File: src/rtl/gumnut_pkg.sv
// gumnut_pkg: PC operation codes and PC unit constants shared with the control unit.
package gumnut_pkg;
   localparam int GUMNUT_PC_W = 12;
   localparam int GUMNUT_STK_DEPTH = 8;
   localparam logic [GUMNUT_PC_W-1:0] GUMNUT_INT_VEC = 12'h001;
   typedef enum logic [3:0] {
      OP_INC = 4'b0000,
      OP_BZ  = 4'b0100,
      OP_BNZ = 4'b0101,
      OP_BC  = 4'b0110,
      OP_BNC = 4'b0111,
      OP_JMP = 4'b1000
   } pc_oper_t;
endpackage

File: src/rtl/gumnut_ret_stack.sv
// gumnut_ret_stack: circular return-address stack; pushes on full overwrite the oldest entry.
module gumnut_ret_stack #(
   parameter int W = 12,
   parameter int DEPTH = 8
) (
   input  logic         clk,
   input  logic         rst,
   input  logic         push,
   input  logic         pop,
   input  logic [W-1:0] data,
   output logic [W-1:0] top,
   output logic         full,
   output logic         empty
);
   localparam int AW = $clog2(DEPTH);
   logic [W-1:0] mem [DEPTH];
   logic [AW-1:0] sp;
   logic [AW:0] cnt;
   assign top = mem[sp - 1'b1];
   assign full = cnt == (AW+1)'(DEPTH);
   assign empty = cnt == '0;
   // The pointer always moves; the count saturates so full/empty stay meaningful after wrap.
   always_ff @(posedge clk) begin
      if (rst) begin
         sp <= '0;
         cnt <= '0;
         for (int i = 0; i < DEPTH; i++) mem[i] <= '0;
      end else if (push) begin
         mem[sp] <= data;
         sp <= sp + 1'b1;
         cnt <= full ? cnt : cnt + 1'b1;
      end else if (pop) begin
         sp <= sp - 1'b1;
         cnt <= empty ? cnt : cnt - 1'b1;
      end
   end
endmodule

File: src/rtl/gumnut_pc_unit.sv
// gumnut_pc_unit: PC, return stack and interrupt save state.
// Optional GUMNUT_PC_STK_CHECK_EN adds sticky stk_err_o for stack overflow/underflow.
module gumnut_pc_unit
   import gumnut_pkg::*;
#(
   parameter int PC_W = GUMNUT_PC_W,
   parameter int STK_DEPTH = GUMNUT_STK_DEPTH,
   parameter logic [PC_W-1:0] INT_VEC = GUMNUT_INT_VEC
) (
   input  logic            clk,
   input  logic            rst,
   input  logic            pc_en_i,
   input  logic [3:0]      pc_oper_i,
   input  logic            jsb_i,
   input  logic            ret_i,
   input  logic            int_i,
   input  logic            reti_i,
   input  logic            ie_set_i,
   input  logic            ie_clr_i,
   input  logic            z_i,
   input  logic            c_i,
   input  logic [7:0]      disp_i,
   input  logic [PC_W-1:0] addr_i,
`ifdef GUMNUT_PC_STK_CHECK_EN
   output logic            stk_err_o,
`endif
   output logic [PC_W-1:0] inst_adr_o,
   output logic            ie_o,
   output logic            flag_restore_o,
   output logic            int_z_o,
   output logic            int_c_o
);
   pc_oper_t op;
   logic [PC_W-1:0] pc, pc_nxt, pc_inc, pc_br, int_pc, stk_top;
   logic int_ie, taken, push, pop, full, empty;
   assign op = pc_oper_t'(pc_oper_i);
   assign inst_adr_o = pc;
   assign pc_inc = pc + 1'b1;
   assign pc_br = pc + {{(PC_W-8){disp_i[7]}}, disp_i};
   assign push = pc_en_i && !int_i && !reti_i && jsb_i;
   assign pop = pc_en_i && !int_i && !reti_i && !jsb_i && ret_i;
   always_comb begin
      taken = (op == OP_BZ && z_i) || (op == OP_BNZ && !z_i) ||
              (op == OP_BC && c_i) || (op == OP_BNC && !c_i);
      pc_nxt = int_i ? INT_VEC : reti_i ? int_pc : jsb_i ? addr_i : ret_i ? stk_top :
               op == OP_JMP ? addr_i : taken ? pc_br : pc_inc;
   end
   gumnut_ret_stack #(.W(PC_W), .DEPTH(STK_DEPTH)) u_stack (
      .clk(clk), .rst(rst), .push(push), .pop(pop), .data(pc_inc),
      .top(stk_top), .full(full), .empty(empty)
   );
   always_ff @(posedge clk) begin
      if (rst) begin
         pc <= '0;
         int_pc <= '0;
         int_z_o <= 1'b0;
         int_c_o <= 1'b0;
         int_ie <= 1'b0;
         ie_o <= 1'b0;
         flag_restore_o <= 1'b0;
      end else begin
         flag_restore_o <= pc_en_i && !int_i && reti_i;
         if (pc_en_i) pc <= pc_nxt;
         if (pc_en_i && int_i) begin
            int_pc <= pc;
            int_z_o <= z_i;
            int_c_o <= c_i;
            int_ie <= ie_o;
         end
         // Interrupt entry/return own ie_o over the misc set/clear strobes.
         ie_o <= (pc_en_i && int_i) ? 1'b0 : (pc_en_i && reti_i) ? int_ie :
                 ie_clr_i ? 1'b0 : ie_set_i ? 1'b1 : ie_o;
      end
   end
`ifdef GUMNUT_PC_STK_CHECK_EN
   always_ff @(posedge clk) begin
      if (rst) stk_err_o <= 1'b0;
      else if ((push && full) || (pop && empty)) stk_err_o <= 1'b1;
   end
`else
   logic unused_stk;
   assign unused_stk = full ^ empty;
`endif
endmodule

File: config.mk
export PLATFORM = sky130hd
export DESIGN_NAME = gumnut_pc_unit
export DESIGN_NICKNAME = d
export VERILOG_FILES = /design/src/rtl/gumnut_pkg.sv /design/src/rtl/gumnut_ret_stack.sv /design/src/rtl/gumnut_pc_unit.sv
export SDC_FILE = /design/constraint.sdc
export NUM_CORES = 1
export LEC_CHECK = 0
export BUFFER_PORTS_ARGS = -buffer_cell sky130_fd_sc_hd__buf_2
export CAP_MARGIN = 20
export CORE_ASPECT_RATIO = 0.9
export CORE_UTILIZATION = 55
export DETAILED_ROUTE_END_ITERATION = 12
export HOLD_SLACK_MARGIN = 0.02
export PLACE_DENSITY = 0.81
export SLEW_MARGIN = 25
export SYNTH_ARGS = -nofsm -noshare
export SYNTH_HDL_FRONTEND = slang
export SYNTH_HIERARCHICAL = 1
export SYNTH_SLANG_ARGS = --single-unit
File: constraint.sdc
create_clock -name clk -period 2.84 [get_ports clk]
set_clock_uncertainty 0.2 [all_clocks]
set_input_delay 0.142 -clock clk [delete_from_list [all_inputs] [get_ports clk]]
set_output_delay 0.142 -clock clk [all_outputs]
set_load 0.01 [all_outputs]
==> impl_metrics.csv <==
group,metric,value,unit
status,status,"completed",
die,dieWidth,121.1,microns
die,die_area,0.01321,sq mm
worst_setup_path,rrSetupSlack,170,ps
worst_setup_path,cp-end-kind,"flop",
power_and_ir_drop,p_per_area,572.8,mW/mm^2
sta,min_period,2665,ps
logic_synthesis,syn_avg_cell_area,11.43,sq um
worst_setup_path,cp-start-kind,"flop",
placed_design,io_buffers,50,
sta,fin_crit_sh,0.9385,
die,die_h,109.1,microns
route,wirelength,18450,microns
worst_setup_path,crit_chain,"inv_1, ha_1, mux4_2, mux2_2, a2111oi_1, o211ai_1, a32o_1",
power_and_ir_drop,leakagePower,3.220,nW
worst_setup_path,cp_max_fo,4,
sta,slew_headroom,0.4958,
cells_and_area,fin_util,0.6820,
flow_run,maxCapViolations,0,
global_route,grt_pass1_vias,5119,
placed_design,dp_hpwl,12610,microns
die,row_count,38,
logic_synthesis,syn_nets,664,
cells_and_area,final-seq-area,0.003525,sq mm
sta,setup-tns-final,0,ps
worst_setup_path,critical_path_buf_inv_count,1,
placed_design,place_congestion,0.9345,
worst_hold_path,hp-class,"input port to flop",
worst_setup_path,crit_required,2940,ps
route,ant_nets,0,
cells_and_area,multi_input_area,0.003248,sq mm
die,num_io_pins,51,
die,initial_core_util,0.5741,
logic_synthesis,synth_area,0.007015,sq mm
clock_tree,cts_made_buffers,17,
route,avgViaCountPerCell,6.073,
clock_tree,cts_tree,"yes",
worst_setup_path,crit_family,"compound AO/OA/AOI/OAI gates",
sta,finalMaxSlewViolations,0,
clock_tree,cts_resized,0,
worst_setup_path,critical_path.slowest_cell,"a2111oi_1",
power_and_ir_drop,power.total,4.773,mW
route,vias,5314,
route,drc,0,
sta,hold_viol,0,
route,wl_per_cell,21.08,microns
route,first_pass_iters,5,
clock_tree,clk_pin_slew_worst_paths,50,ps
cells_and_area,syn_to_final_growth,18.78,%
cells_and_area,nNetsFinal,752,
sta,timing.fmax,375.2,MHz
sta,setup_violations,0,
global_route,grt_max_degree,28,
global_route,grt_pass1_wl,28140,microns
global_route,track_usage,0.2951,
worst_setup_path,crit_arrival,2760,ps
cells_and_area,layout-drive-gt1-share,0.2448,
clock_tree,clock-sinks,128,
global_route,antenna_found_initial,0,
logic_synthesis,synthCells,614,
route,drtIter0Drc,612,
cells_and_area,fillers,852,
sta,holdWs,40.53,ps
clock_tree,cts_max_path_buffers,2,
sta,worst_pin_slew,754.5,ps
logic_synthesis,yosys_warnings,6,
cells_and_area,num_antenna_cells,0,
clock_tree,clk_latency,410,ps
clock_tree,htreeDepth,4,
global_route,gr-total-overflow,0,
clock_tree,root_buffer,"clkbuf_16",
die,core,0.01222,sq mm
sta,rsz0062_at_grt,"false",
worst_setup_path,critPathKind,"flop to flop",
power_and_ir_drop,ir_worst_vdd,0.0004570,V
worst_setup_path,max_stage_delay,440,ps
==> registers in the layout, indices dropped and copies added (netlist names) <==
signal	flops
flag_restore_o	1
int_pc	12
ie_o	1
u_stack/mem	96
int_c_o	1
int_ie	1
inst_adr_o	12
int_z_o	1
u_stack/sp	3
==> area by class of cell <==
cell class | count | share of cell area
tap | 160 | 0.02402
multi-input combinational | 439 | 0.3898
clock buffer | 28 | 0.06712
timing repair buffer | 104 | 0.08529
inverter | 12 | 0.005405
clock inverter | 4 | 0.005405
sequential | 128 | 0.4230
==> path summary, 6_finish.rpt <==
kind | startpoint | to | depth (start not counted)
setup / recovery | u_stack/sp[1]$_SDFFE_PP0P_ | inst_adr_o[4]$_SDFFE_PP0P_ | 7
hold / removal | addr_i[1] | inst_adr_o[1]$_SDFFE_PP0P_ | 4
setup reg to reg | u_stack/sp[1]$_SDFFE_PP0P_ | inst_adr_o[4]$_SDFFE_PP0P_ | 7
hold reg to reg | int_pc[4]$_SDFFE_PP0P_ | int_pc[4]$_SDFFE_PP0P_ | 2
==> tightest hold or removal path, delay by kind of cell <==
kind | cells | cell delay [ps]
AO/OA/AOI/OAI | 3 | 380
buffers and inverters | 1 | 90
==> layout by cell type (no fill, tap or decap), types with 6 or more instances in the layout <==
cell type / n
buf_4: 36
clkbuf_16: 19
mux4_2: 21
xor2_1: 12
nand2_1: 60
edfxtp_1: 96
nor3_1: 6
dlygate4sd3_1: 17
or2_2: 8
xnor2_1: 9
and2_1: 97
ha_1: 14
inv_1: 10
nor2_1: 35
mux2_2: 13
nand3_1: 9
a21oi_1: 37
buf_2: 50
dfxtp_1: 31
o21ai_0: 16
==> per-stage QoR <==
step	area, sq um	setup WS (ps)	cells
CTS	8333	197.6	875
global placement	7559	263.8	826
global route	8333	43.88	875
floorplan	7041	6.622	614
finish	8333	174.6	875
detailed placement	7559	223.3	826
==> power by group <==
group / total [mW] / internal [mW] / switching (mW)
logic: 0.508 / 0.218 / 0.291
clock network: 2.17 / 1.42 / 0.748
registers: 2.09 / 2.07 / 0.0285
==> layer usage <==
metal | wire, microns | track usage
met1 | 7909 | 0.4133
met2 | 8557 | 0.4527
met3 | 1682 | 0.07584
met4 | 297 | 0.09083
met5 | 0 | 0
==> what timing repair did <==
item                      4_1_cts  5_1_grt
hold buffers                   17        0
buffers inserted                0        0
hold endpoints to repair       21        0
(Power assumes the default switching activity.)
